--- config.mk ---
export PLATFORM = sky130hd
export DESIGN_NAME = alu_exec_stage_flat
export DESIGN_NICKNAME = d
export VERILOG_FILES = /design/src/rtl/alu_exec_stage_pkg.sv /design/src/rtl/alu_exec_stage_if.sv /design/src/rtl/cla_16bit.sv /design/src/rtl/alu_exec_stage.sv /design/src/flat_wrapper.sv
export SDC_FILE = /design/constraint.sdc
export NUM_CORES = 1
export LEC_CHECK = 0
export ABC_AREA = 1
export ABC_CLOCK_PERIOD_IN_PS = 5300
export CORE_ASPECT_RATIO = 1.2
export CORE_MARGIN = 4
export CORE_UTILIZATION = 50
export DETAILED_ROUTE_END_ITERATION = 16
export GPL_TIMING_DRIVEN = 0
export MAX_ROUTING_LAYER = met4
export PLACE_DENSITY = 0.71
export SETUP_SLACK_MARGIN = 0.2
export SYNTH_ARGS = -nofsm -noshare
export SYNTH_HDL_FRONTEND = slang
export SYNTH_SLANG_ARGS = --single-unit
--- constraint.sdc ---
create_clock -name clk -period 5.3 [get_ports clk]
set_input_delay 0.795 -clock clk [delete_from_list [all_inputs] [get_ports clk]]
set_output_delay 0.795 -clock clk [all_outputs]
set_load 0.005 [all_outputs]
--- src/rtl/alu_exec_stage_pkg.sv ---
`default_nettype none
// +--------------------------------------------------------------------------+
// | alu_exec_stage_pkg : op codes, flag indices and FSM states for the stage  |
// | Rev 1.0                                                                   |
// +--------------------------------------------------------------------------+
package alu_exec_stage_pkg;

  localparam int DATA_W = 16;

  typedef enum logic [2:0] {
    OP_ADD  = 3'd0,
    OP_SUB  = 3'd1,
    OP_XOR  = 3'd2,
    OP_RED  = 3'd3,
    OP_SLL  = 3'd4,
    OP_SRA  = 3'd5,
    OP_ROR  = 3'd6,
    OP_RSVD = 3'd7
  } op_e;

  localparam int FLAG_Z = 2;
  localparam int FLAG_V = 1;
  localparam int FLAG_N = 0;

  typedef enum logic [1:0] {
    ST_IDLE = 2'd0,
    ST_RED1 = 2'd1,
    ST_RED2 = 2'd2
  } state_e;

  function automatic logic [DATA_W-1:0] sext8(input logic [7:0] v);
    return {{(DATA_W-8){v[7]}}, v};
  endfunction

endpackage
`default_nettype wire

--- src/rtl/alu_exec_stage_if.sv ---
`default_nettype none
// +--------------------------------------------------------------------------+
// | alu_exec_stage_if : operand/op input and result output handshake bundle   |
// | Rev 1.0                                                                   |
// +--------------------------------------------------------------------------+
interface alu_exec_stage_if;
  import alu_exec_stage_pkg::*;

  logic              in_valid;
  logic              in_ready;
  logic [2:0]        op;
  logic [DATA_W-1:0] a;
  logic [DATA_W-1:0] b;
  logic [3:0]        imm;
  logic              out_valid;
  logic              out_ready;
  logic [DATA_W-1:0] result;
  logic [2:0]        flags;

  modport master (
    output in_valid, op, a, b, imm, out_ready,
    input  in_ready, out_valid, result, flags
  );

  modport slave (
    input  in_valid, op, a, b, imm, out_ready,
    output in_ready, out_valid, result, flags
  );

endinterface
`default_nettype wire

--- src/rtl/cla_16bit.sv ---
`default_nettype none
// +--------------------------------------------------------------------------+
// | cla_16bit : two-level carry-lookahead adder/subtractor, saturating output |
// | Rev 1.0                                                                   |
// +--------------------------------------------------------------------------+
module cla_16bit (
  input  wire logic [15:0] a,
  input  wire logic [15:0] b,
  input  wire logic        sub,
  output logic      [15:0] sum,
  output logic             overflow
);

  localparam int GROUPS = 4;

  logic [15:0] w_b;
  logic [15:0] w_p;
  logic [15:0] w_g;
  logic [15:0] w_raw;
  logic [3:0]  w_grp_g;
  logic [3:0]  w_grp_p;
  logic [3:0]  w_grp_c;

  assign w_b = b ^ {16{sub}};
  assign w_p = a ^ w_b;
  assign w_g = a & w_b;

  genvar gi;
  generate
    for (gi = 0; gi < GROUPS; gi++) begin : g_grp
      logic [3:0] w_gp;
      logic [3:0] w_gg;
      logic [3:0] w_c;
      logic       w_cin;

      assign w_gp  = w_p[4*gi +: 4];
      assign w_gg  = w_g[4*gi +: 4];
      assign w_cin = w_grp_c[gi];

      assign w_c[0] = w_cin;
      assign w_c[1] = w_gg[0] | (w_gp[0] & w_cin);
      assign w_c[2] = w_gg[1] | (w_gp[1] & w_gg[0]) | (w_gp[1] & w_gp[0] & w_cin);
      assign w_c[3] = w_gg[2] | (w_gp[2] & w_gg[1]) | (w_gp[2] & w_gp[1] & w_gg[0])
                    | (w_gp[2] & w_gp[1] & w_gp[0] & w_cin);

      assign w_grp_g[gi] = w_gg[3] | (w_gp[3] & w_gg[2]) | (w_gp[3] & w_gp[2] & w_gg[1])
                         | (w_gp[3] & w_gp[2] & w_gp[1] & w_gg[0]);
      assign w_grp_p[gi] = &w_gp;

      assign w_raw[4*gi +: 4] = w_gp ^ w_c;
    end
  endgenerate

  // Group carries are fully expanded so no carry depends on another carry net.
  assign w_grp_c[0] = sub;
  assign w_grp_c[1] = w_grp_g[0] | (w_grp_p[0] & sub);
  assign w_grp_c[2] = w_grp_g[1] | (w_grp_p[1] & w_grp_g[0]) | (w_grp_p[1] & w_grp_p[0] & sub);
  assign w_grp_c[3] = w_grp_g[2] | (w_grp_p[2] & w_grp_g[1])
                    | (w_grp_p[2] & w_grp_p[1] & w_grp_g[0])
                    | (w_grp_p[2] & w_grp_p[1] & w_grp_p[0] & sub);

  assign overflow = (a[15] == w_b[15]) && (w_raw[15] != a[15]);
  assign sum      = overflow ? (a[15] ? 16'h8000 : 16'h7FFF) : w_raw;

endmodule
`default_nettype wire

--- src/rtl/alu_exec_stage.sv ---
`default_nettype none
// +--------------------------------------------------------------------------+
// | alu_exec_stage : registered execute stage with Z/V/N flags and 3-cycle RED |
// | Rev 1.0                                                                   |
// +--------------------------------------------------------------------------+
module alu_exec_stage
  import alu_exec_stage_pkg::*;
#(
  parameter int         WIDTH    = 16,
  parameter logic [2:0] FLAG_RST = 3'b000
) (
  input wire logic           clk,
  input wire logic           rst_n,
  alu_exec_stage_if.slave    bus
);

  state_e           r_state;
  logic [WIDTH-1:0] r_s1;
  logic [WIDTH-1:0] r_s2;
  logic [7:0]       r_a_lo;
  logic [7:0]       r_b_lo;
  logic             r_out_valid;
  logic [WIDTH-1:0] r_result;
  logic [2:0]       r_flags;

  op_e              w_op;
  logic             w_in_ready;
  logic             w_accept;
  logic [WIDTH-1:0] w_add_x;
  logic [WIDTH-1:0] w_add_y;
  logic             w_add_sub;
  logic [WIDTH-1:0] w_sum;
  logic             w_ovf;
  logic [WIDTH-1:0] w_sll;
  logic [WIDTH-1:0] w_sra;
  logic [WIDTH-1:0] w_ror;
  logic [WIDTH-1:0] w_single;
  logic             w_arith;

  assign w_op       = op_e'(bus.op);
  assign w_in_ready = (r_state == ST_IDLE) && (!r_out_valid || bus.out_ready);
  assign w_accept   = bus.in_valid && w_in_ready;
  assign w_arith    = (w_op == OP_ADD) || (w_op == OP_SUB);

  // The single adder is time-shared: live operands, then low bytes, then partial sums.
  always_comb begin
    w_add_x   = bus.a;
    w_add_y   = bus.b;
    w_add_sub = 1'b0;
    case (r_state)
      ST_IDLE: begin
        if (w_op == OP_RED) begin
          w_add_x = sext8(bus.a[15:8]);
          w_add_y = sext8(bus.b[15:8]);
        end else begin
          w_add_sub = (w_op == OP_SUB);
        end
      end
      ST_RED1: begin
        w_add_x = sext8(r_a_lo);
        w_add_y = sext8(r_b_lo);
      end
      ST_RED2: begin
        w_add_x = r_s1;
        w_add_y = r_s2;
      end
      default: ;
    endcase
  end

  cla_16bit u_cla (
    .a        (w_add_x),
    .b        (w_add_y),
    .sub      (w_add_sub),
    .sum      (w_sum),
    .overflow (w_ovf)
  );

  assign w_sll = bus.a << bus.imm;
  assign w_sra = $signed(bus.a) >>> bus.imm;
  assign w_ror = (bus.a >> bus.imm) | (bus.a << (5'd16 - {1'b0, bus.imm}));

  always_comb begin
    w_single = bus.a ^ bus.b;
    case (w_op)
      OP_ADD, OP_SUB: w_single = w_sum;
      OP_SLL:         w_single = w_sll;
      OP_SRA:         w_single = w_sra;
      OP_ROR:         w_single = w_ror;
      default:        w_single = bus.a ^ bus.b;
    endcase
  end

  always_ff @(posedge clk or negedge rst_n) begin
    if (!rst_n) begin
      r_state     <= ST_IDLE;
      r_s1        <= '0;
      r_s2        <= '0;
      r_a_lo      <= '0;
      r_b_lo      <= '0;
      r_out_valid <= 1'b0;
      r_result    <= '0;
      r_flags     <= FLAG_RST;
    end else begin
      if (r_out_valid && bus.out_ready) begin
        r_out_valid <= 1'b0;
      end
      case (r_state)
        ST_IDLE: begin
          if (w_accept) begin
            if (w_op == OP_RED) begin
              r_s1    <= w_sum;
              r_a_lo  <= bus.a[7:0];
              r_b_lo  <= bus.b[7:0];
              r_state <= ST_RED1;
            end else begin
              r_result        <= w_single;
              r_out_valid     <= 1'b1;
              r_flags[FLAG_Z] <= (w_single == '0);
              if (w_arith) begin
                r_flags[FLAG_V] <= w_ovf;
                r_flags[FLAG_N] <= w_single[WIDTH-1];
              end
            end
          end
        end
        ST_RED1: begin
          r_s2    <= w_sum;
          r_state <= ST_RED2;
        end
        ST_RED2: begin
          // Entry to RED1 required an empty or retiring output, so the register is free here.
          r_result        <= w_sum;
          r_out_valid     <= 1'b1;
          r_flags[FLAG_Z] <= (w_sum == '0);
          r_state         <= ST_IDLE;
        end
        default: r_state <= ST_IDLE;
      endcase
    end
  end

  assign bus.in_ready  = w_in_ready;
  assign bus.out_valid = r_out_valid;
  assign bus.result    = r_result;
  assign bus.flags     = r_flags;

endmodule
`default_nettype wire
--- src/flat_wrapper.sv ---
// flat-port wrapper written by rule: the top's interface ports become plain ports
module alu_exec_stage_flat import alu_exec_stage_pkg::*;
#(
  parameter int         WIDTH    = 16,
  parameter logic [2:0] FLAG_RST = 3'b000
)
  (clk, rst_n, bus_in_valid, bus_op, bus_a, bus_b, bus_imm, bus_out_ready, bus_in_ready, bus_out_valid, bus_result, bus_flags);
  alu_exec_stage_if bus_i ();
  input wire logic clk;
  input wire logic rst_n;
  input wire logic [$bits(bus_i.in_valid)-1:0] bus_in_valid;
  input wire logic [$bits(bus_i.op)-1:0] bus_op;
  input wire logic [$bits(bus_i.a)-1:0] bus_a;
  input wire logic [$bits(bus_i.b)-1:0] bus_b;
  input wire logic [$bits(bus_i.imm)-1:0] bus_imm;
  input wire logic [$bits(bus_i.out_ready)-1:0] bus_out_ready;
  output wire logic [$bits(bus_i.in_ready)-1:0] bus_in_ready;
  output wire logic [$bits(bus_i.out_valid)-1:0] bus_out_valid;
  output wire logic [$bits(bus_i.result)-1:0] bus_result;
  output wire logic [$bits(bus_i.flags)-1:0] bus_flags;
  assign bus_i.in_valid = bus_in_valid;
  assign bus_i.op = bus_op;
  assign bus_i.a = bus_a;
  assign bus_i.b = bus_b;
  assign bus_i.imm = bus_imm;
  assign bus_i.out_ready = bus_out_ready;
  assign bus_in_ready = bus_i.in_ready;
  assign bus_out_valid = bus_i.out_valid;
  assign bus_result = bus_i.result;
  assign bus_flags = bus_i.flags;
  alu_exec_stage #(.WIDTH(WIDTH), .FLAG_RST(FLAG_RST)) u_core (.clk(clk), .rst_n(rst_n), .bus(bus_i));
endmodule
Yosys cells after proc, flatten, opt, wreduce, memory -nomap -nowiden
Cells that the tools add are included.
{"block": "classes", "n_addsub": 1, "n_reduce_logical": 20, "n_shift": 4, "mux": 23, "n_bitwise": 109, "eq_ne": 12}
{"cell": "16-bit case mux with 3 select lines", "n": 2}
{"cell": "16-bit two-way mux", "n": 4}
{"cell": "16-bit case mux with 4 select lines", "n": 1}
{"cell": "1-bit AND", "n": 60}
{"cell": "16-bit bitwise XOR", "n": 3}
{"cell": "1-bit bitwise OR", "n": 39}
{"cell": "16-bit zero test", "n": 2}
{"cell": "16-bit case mux with 2 select lines", "n": 1}
{"cell": "15-bit two-way mux", "n": 2}
{"cell": "16-bit bitwise OR", "n": 1}
{"cell": "4-bit AND reduction", "n": 4}
{"cell": "16-bit by 4-bit left shift with 16-bit output", "n": 1}
{"cell": "16-bit by 5-bit left shift with 16-bit output", "n": 1}
{"cell": "16-bit by 4-bit >> shifter with 16-bit output", "n": 1}
{"cell": "16-bit by 4-bit >>> shifter with 16-bit output", "n": 1}
{"cell": "4-bit bitwise XOR", "n": 4}
{"cell": "15-bit AND", "n": 1}
{"cell": "3-bit == test, second input constant", "n": 3}
{"cell": "2-bit two-way mux", "n": 3}
{"cell": "3-bit two-way mux", "n": 2}
{"cell": "3-bit AND reduction", "n": 2}
{"cell": "1-bit two-way mux", "n": 5}
{"cell": "5-bit by 4-bit subtractor with 5-bit output, first input constant", "n": 1}
{"cell": "1-bit logical AND", "n": 4}
{"cell": "other kinds (18)", "n": 21}
{"block": "totals", "elab_cells": 178, "ff_bits": 70, "in_bits": 43, "output_inout_bits": 21}

Depth between registers and ports, before layout
{"block": "logic_depth", "ltp_word": 24, "mapped_depth": 33}

Modules after synthesis
Synthesis repeated with hierarchy kept, for this count alone.
{"block": "hier_totals", "cells_unflattened": 1210, "area_unflattened_um2": 7429.6}
{"mod": "alu_exec_stage", "cells_each": 1045, "n_inst": 1, "area_per_inst_um2": 6373.6}
{"mod": "cla_16bit", "cells_each": 165, "n_inst": 1, "area_per_inst_um2": 1056.0}

Worst setup path before layout
Ideal clock, no wire load.
{"block": "synth_path", "kind": "input-to-reg", "start": "input port bus_op[2]", "end": "register u_core.r_flags[2], in the netlist u_core.bus.flags[2]", "arrival_ns": 3.871, "stages": 27, "path_slack_ns": 1.305, "setup_ns": 0.125, "path_cell_list": "buf_2 -> inv_1 -> nand3_1 -> nand2_1 -> nand2_1 -> clkbuf_1 -> nand2_1 -> o2111ai_1 -> xor2_1 -> ha_1 -> nand2_1 -> inv_1 -> a21oi_1 -> nand2_2 -> nand2_2 -> nand2_2 -> fa_1 -> xor2_1 -> nand2_2 -> nand2_2 -> nand2_1 -> a21oi_1 -> nor2_1 -> nand2_1 -> nor2_1 -> nand3_1 -> a21oi_1"}
{"block": "synth_via", "elab_chain_cells": 24, "elab_cells_between_ends": 134}
{"element": "start: declaration", "line_no": "flat_wrapper.sv:12", "rtl": "input wire logic [$bits(bus_i.op)-1:0] bus_op;"}
{"element": "3-bit by 2-bit == test with 1-bit output / 3-bit by 1-bit == test with 1-bit output (equally long branches)"}
{"element": "15-bit two-way mux / 1-bit two-way mux (equally long branches)", "line_no": "alu_exec_stage.sv:52", "rtl": "if (w_op == OP_RED) begin"}
{"element": "16-bit case mux with 3 select lines / 1-bit two-way mux (equally long branches)", "line_no": "alu_exec_stage.sv:50", "rtl": "case (r_state)"}
{"element": "16-bit bitwise XOR", "line_no": "cla_16bit.sv:24", "rtl": "assign w_b = b ^ {16{sub}};"}
{"element": "16-bit bitwise XOR / 15-bit AND (equally long branches)", "line_no": "cla_16bit.sv:25, cla_16bit.sv:26"}
{"element": "1-bit AND (on tied branches)", "line_no": "cla_16bit.sv:46, cla_16bit.sv:47"}
{"element": "1-bit bitwise OR, or another cell as far along", "line_no": "cla_16bit.sv:46", "rtl": "assign w_grp_g[gi] = w_gg[3] | (w_gp[3] & w_gg[2]) | (w_gp[3] & w_gp[2] & w_gg[1])"}
{"element": "1-bit bitwise OR / 1-bit AND (equally long branches)", "line_no": "cla_16bit.sv:46, cla_16bit.sv:47"}
{"element": "(+8 left out)"}
{"element": "1-bit != test", "line_no": "cla_16bit.sv:62", "rtl": "assign overflow = (a[15] == w_b[15]) && (w_raw[15] != a[15]);"}
{"element": "1-bit logical AND", "line_no": "cla_16bit.sv:62"}
{"element": "16-bit two-way mux", "line_no": "cla_16bit.sv:63", "rtl": "assign sum = overflow ? (a[15] ? 16'h8000 : 16'h7FFF) : w_raw;"}
{"element": "16-bit case mux with 4 select lines", "line_no": "alu_exec_stage.sv:85", "rtl": "case (w_op)"}
{"element": "16-bit zero test", "line_no": "alu_exec_stage.sv:119", "rtl": "r_flags[FLAG_Z] <= (w_single == '0);"}
{"element": "3-bit two-way mux", "line_no": "alu_exec_stage.sv:111", "rtl": "if (w_op == OP_RED) begin"}
{"element": "3-bit two-way mux", "line_no": "alu_exec_stage.sv:110", "rtl": "if (w_accept) begin"}
{"element": "1-bit case mux with 2 select lines", "line_no": "alu_exec_stage.sv:108", "rtl": "case (r_state)"}
{"element": "end signal: indexed assignment", "line_no": "alu_exec_stage.sv:119"}
{"element": "end signal: indexed assignment", "line_no": "alu_exec_stage.sv:121", "rtl": "r_flags[FLAG_V] <= w_ovf;"}
{"element": "end signal: indexed assignment", "line_no": "alu_exec_stage.sv:122", "rtl": "r_flags[FLAG_N] <= w_single[WIDTH-1];"}
{"element": "end: declaration", "line_no": "alu_exec_stage.sv:24", "rtl": "logic [2:0] r_flags;"}
Several ways; a longest one is shown, not always the timed one. The select of a mux whose other input is x is not followed.
A chain may end at the register's enable or synchronous reset.

Worst setup path after layout
{"block": "layout_path", "start": "register u_core.r_state[0]", "end": "register u_core.r_flags[2], in the netlist u_core.bus.flags[2]"}
{"block": "layout_via", "elab_chain_cells": 23, "elab_cells_between_ends": 132}
{"element": "start: declaration", "line_no": "alu_exec_stage.sv:17", "rtl": "state_e r_state;"}
{"element": "start signal: assignment", "line_no": "alu_exec_stage.sv:96", "rtl": "r_state <= ST_IDLE;"}
{"element": "start signal: assignment", "line_no": "alu_exec_stage.sv:115", "rtl": "r_state <= ST_RED1;"}
{"element": "start signal: assignment", "line_no": "alu_exec_stage.sv:129", "rtl": "r_state <= ST_RED2;"}
{"element": "2-bit == test, or another cell as far along", "line_no": "alu_exec_stage.sv:50, alu_exec_stage.sv:108"}
{"element": "16-bit case mux with 3 select lines / 1-bit two-way mux (equally long branches)", "line_no": "alu_exec_stage.sv:50"}
{"element": "16-bit bitwise XOR", "line_no": "cla_16bit.sv:24"}
{"element": "16-bit bitwise XOR / 15-bit AND (equally long branches)", "line_no": "cla_16bit.sv:25, cla_16bit.sv:26"}
{"element": "1-bit AND (on tied branches)", "line_no": "cla_16bit.sv:46, cla_16bit.sv:47"}
{"element": "1-bit bitwise OR, or another cell as far along", "line_no": "cla_16bit.sv:46"}
{"element": "1-bit bitwise OR / 1-bit AND (equally long branches)", "line_no": "cla_16bit.sv:46, cla_16bit.sv:47"}
{"element": "1-bit bitwise OR", "line_no": "cla_16bit.sv:47", "rtl": "| (w_gp[3] & w_gp[2] & w_gp[1] & w_gg[0]);"}
{"element": "(+7 left out)"}
{"element": "1-bit != test", "line_no": "cla_16bit.sv:62"}
{"element": "1-bit logical AND", "line_no": "cla_16bit.sv:62"}
{"element": "16-bit two-way mux", "line_no": "cla_16bit.sv:63"}
{"element": "16-bit case mux with 4 select lines", "line_no": "alu_exec_stage.sv:85"}
{"element": "16-bit zero test", "line_no": "alu_exec_stage.sv:119"}
{"element": "3-bit two-way mux", "line_no": "alu_exec_stage.sv:111"}
{"element": "3-bit two-way mux", "line_no": "alu_exec_stage.sv:110"}
{"element": "1-bit case mux with 2 select lines", "line_no": "alu_exec_stage.sv:108"}
Several ways; a longest one is shown, not always the timed one. The select of a mux whose other input is x is not followed.

==> summary.txt <==
Drt
  • Wire per inst: 22.4 um
  • Initial DRC Count: 1039
  • Vias: 8946
  • TritonRoute pass-1 iters: 5
  • Post-DRT Antenna Nets: 0
  • Vias/cell: 6.14
  • # DRC: 0
  • Final WL: 32600 um

Timing
  • Max Slew Vio Count: 0
  • Fin Setup TNS: 0 ps
  • RSZ-0062 raised after global routing: false
  • Setup Viol. Count Final: 0
  • Worst Skew: 12.4 ps
  • Max Freq: 0.207 GHz
  • Worst-Margin Slew: 931 ps
  • Ratio of final minimum period to clock period: 91.3%
  • Slew headroom: 37.9%
  • Fin crit period: 4840 ps
  • Final hold vios: 0

Floorplan
  • Die Wd: 118 um
  • Die ar.: 0.0167 mm^2
  • Die Ht: 141 um
  • Initial core utilization: 51.0%
  • I/O Pins: 64
  • Core footprint: 0.0144 mm^2
  • Core Rows: 48

Critical path
  • Worst reg2reg startpoint: u_core.r_state[0]
  • Critical Path Source Type: register
  • Top delay family on crit path: simple AND/OR/NAND/NOR gates
  • Required @ worst endpoint: 5570 ps
  • Critical Setup Path Class: register to register
  • Max Fanout on Critical Path: 10
  • Cell mode on critical path: nand2_1
  • CP peak stage delay: 540 ps
  • Crit path from: u_core.r_state[0]
  • Reg2reg path depth: 26
  • Worst EP arrival: 5100 ps
  • CP bufs+invs: 7
  • CP Depth: 26
  • Reg2reg setup slack: 460 ps
  • End of the worst register-to-register path: u_core.bus.flags[2]
  • Critical path endpoint category: register
  • Slowest CP cell: fa_1

Power
  • Power Density: 322 mW/mm^2
  • Leakage: 4.18 nW
  • Worst IR Drop VDD: 161 uV
  • Total Power: 0.00273 W

Global routing
  • Initial antenna violation count: 0
  • GRT Total Usage: 40.1%
  • First-pass GRT wire length: 49800 um
  • Largest net degree at the start of global routing: 71
  • Number of global-route vias before repair: 8570
  • Grt total ovfl: 0

Placed design
  • Hpwl dp: 25100 um
  • Placed Cells incl. Taps: 1440
  • Gpl congestion: 1.03
  • # port buffers: 57
  • DP Area: 0.00811 mm^2

Cells and area
  • Final Util: 59.2%
  • Finished Cell Area: 0.00849 mm^2
  • Non-Filler Instances: 1458
  • Area of the multi-input gates: 0.00489 mm^2
  • Synth-to-Final Area Change: 15.9%
  • Register area: 0.00175 mm^2
  • Nets: 1340
  • Fillers: 1464
  • Antenna diodes: 0
  • Ratio of cells with drive above 1 in the final layout: 7.17%

Clocking
  • Clock Pin Slew Worst Setup and Hold Paths: 60 ps
  • Clk_lat worst skew: 340 ps
  • H-tree levels: 3
  • CTS tree: built
  • Sink Count: 70
  • Root Buffer: clkbuf_16
  • Longest Clk Path Bufs: 2
  • Hold-fix buffer count after cts: 0
  • CTS Buf Count: 9

Yosys
  • Cell taking the most area after synthesis: dfrtp_1
  • Post-Syn Nets: 1270
  • Syn Area/Cell: 6.06 um^2
  • Synth cell count leaders: nand2_1 (443), o21ai_0 (124), nand3_1 (95)
  • Yosys warns: 0
  • Syn Inst Count: 1208
  • Ys flop type: dfrtp_1
  • Synth top area share: 23.9%
  • Synth area leaders: dfrtp_1 (24%), nand2_1 (23%), o21ai_0 (8.5%)
  • Asr flop ratio synth: 100%
  • Post-synth EDFFs: 0
  • #FFs+latches synth: 70
  • Yosys cell types: 50
  • Count leader, synth: nand2_1
  • Post-synthesis cell area: 0.00733 mm^2
  • Post-synthesis sequential area ratio: 23.9%

Run status
  • Outcome: finished clean

Worst hold path
  • Worst hold endpoint: u_core.r_a_lo[4]
  • Hold_sp: u_core.r_a_lo[4]
  • Type of the worst min-delay path: register to register
  • Hold Crit Depth: 2

Job
  • MaxCap Viol Count: 0
-- cells by family (layout without fill, tap and decap cells) --
logic type               Yosys count  in the layout  share of synthesized area (%)
flip-flops                        70             70                           23.9
AO/OA/AOI/OAI                    251            251                           19.6
adder cells (fa/ha/maj)           19             19                           3.55
XOR/XNOR                          36             36                           4.41
multiplexers                       2              2                          0.290
buffers and inverters            165            240                           9.63
AND/OR/NAND/NOR                  665            665                           38.6
-- what timing repair did --
| item | in CTS | in global routing |
|---|---|---|
| resized for setup | 1 | 20 |
| pin swaps | 0 | 1 |
| setup buffers | 0 | 2 |
| endpoints found under the setup margin | 1 | 4 |
-- through the flow --
stage | worst slack [ps] | hold slack (ps)
after floorplan | 1300 | 442
after global placement | -89.8 | 461
after detailed placement | -90.7 | 465
after CTS | 230 | 478
after global routing | 263 | 506
final | 463 | 478
-- power by group --
part	total [W]	switching [W]	internal [W]	leakage [nW]
Clock	0.000672	0.000245	0.000426	0.160
Sequential	0.000807	0.0000959	0.000711	0.853
Combinational	0.00125	0.000817	0.000437	3.17
Total	0.00273	0.00116	0.00157	4.18
-- cell usage in the layout, fill, tap and decap left out, types with 3 or more instances in the layout --
master / Yosys / routed
inv_2: 5 / 5
o21ai_1: 12 / 11
nand4_1: 4 / 4
buf_6: 4 / 4
nand3_2: 6 / 6
buf_1: 5 / 5
clkbuf_16: 0 / 9
clkbuf_2: 0 / 5
buf_2: 10 / 11
fa_1: 3 / 3
nand3_1: 95 / 94
a31oi_1: 21 / 21
nand2_1: 443 / 443
nor3_1: 6 / 6
o21ai_0: 124 / 124
a221oi_1: 4 / 4
clkinv_1: 6 / 5
dfrtp_1: 70 / 70
o22ai_1: 3 / 3
inv_1: 93 / 93
xnor2_1: 15 / 15
nand2_2: 17 / 17
buf_4: 6 / 8
a22oi_1: 15 / 15
a21oi_1: 40 / 40
nor2_4: 2 / 3
o2111ai_1: 5 / 5
clkdlybuf4s50_1: 0 / 54
o211ai_1: 14 / 14
xor2_1: 20 / 20
a32oi_1: 3 / 3
ha_1: 16 / 16
nand2_4: 4 / 4
nor2_1: 77 / 77
clkbuf_1: 33 / 28
-- per-layer routing --
metal  vias up  share of wire, %  track usage (%)
met5         -                 0                -
met4         0               8.9             28.9
met3       176               7.8             5.62
met2       555                48             67.0
met1      4112                36             43.9
li1       4103                 -                -
-- layout make-up --
| cell class | instances | share of cell area [%] |
|---|---|---|
| Inverter | 107 | 5.03 |
| Multi-Input combinational cell | 973 | 57.6 |
| Clock buffer | 11 | 2.86 |
| Sequential cell | 70 | 20.6 |
| Timing Repair Buffer | 59 | 6.90 |
| Buffer | 58 | 3.45 |
| Clock inverter | 5 | 0.973 |
| Tap cell | 175 | 2.58 |
-- state kept, by name, indices dropped and copies added, names as in the netlist --
name                  cells
u_core.r_b_lo             8
u_core.r_a_lo             8
u_core.r_state            2
u_core.bus.out_valid      1
u_core.r_s1              16
u_core.bus.flags          3
u_core.bus.result        16
u_core.r_s2              16
-- tightest hold or removal path: cells and delay by family (launching register included) --
kind	cells	cell delay [ps]
DFF	1	350
and+or+nand+nor	2	100
-- how the worst max path moves through the flow --
stage                          end
6_report       u_core.bus.flags[2]
5_1_grt        u_core.bus.flags[2]
4_1_cts        u_core.bus.flags[2]
3_5_place_dp   u_core.bus.flags[2]
3_3_place_gp   u_core.bus.flags[2]
2_1_floorplan  u_core.bus.flags[2]
(Power assumes the default switching activity.)
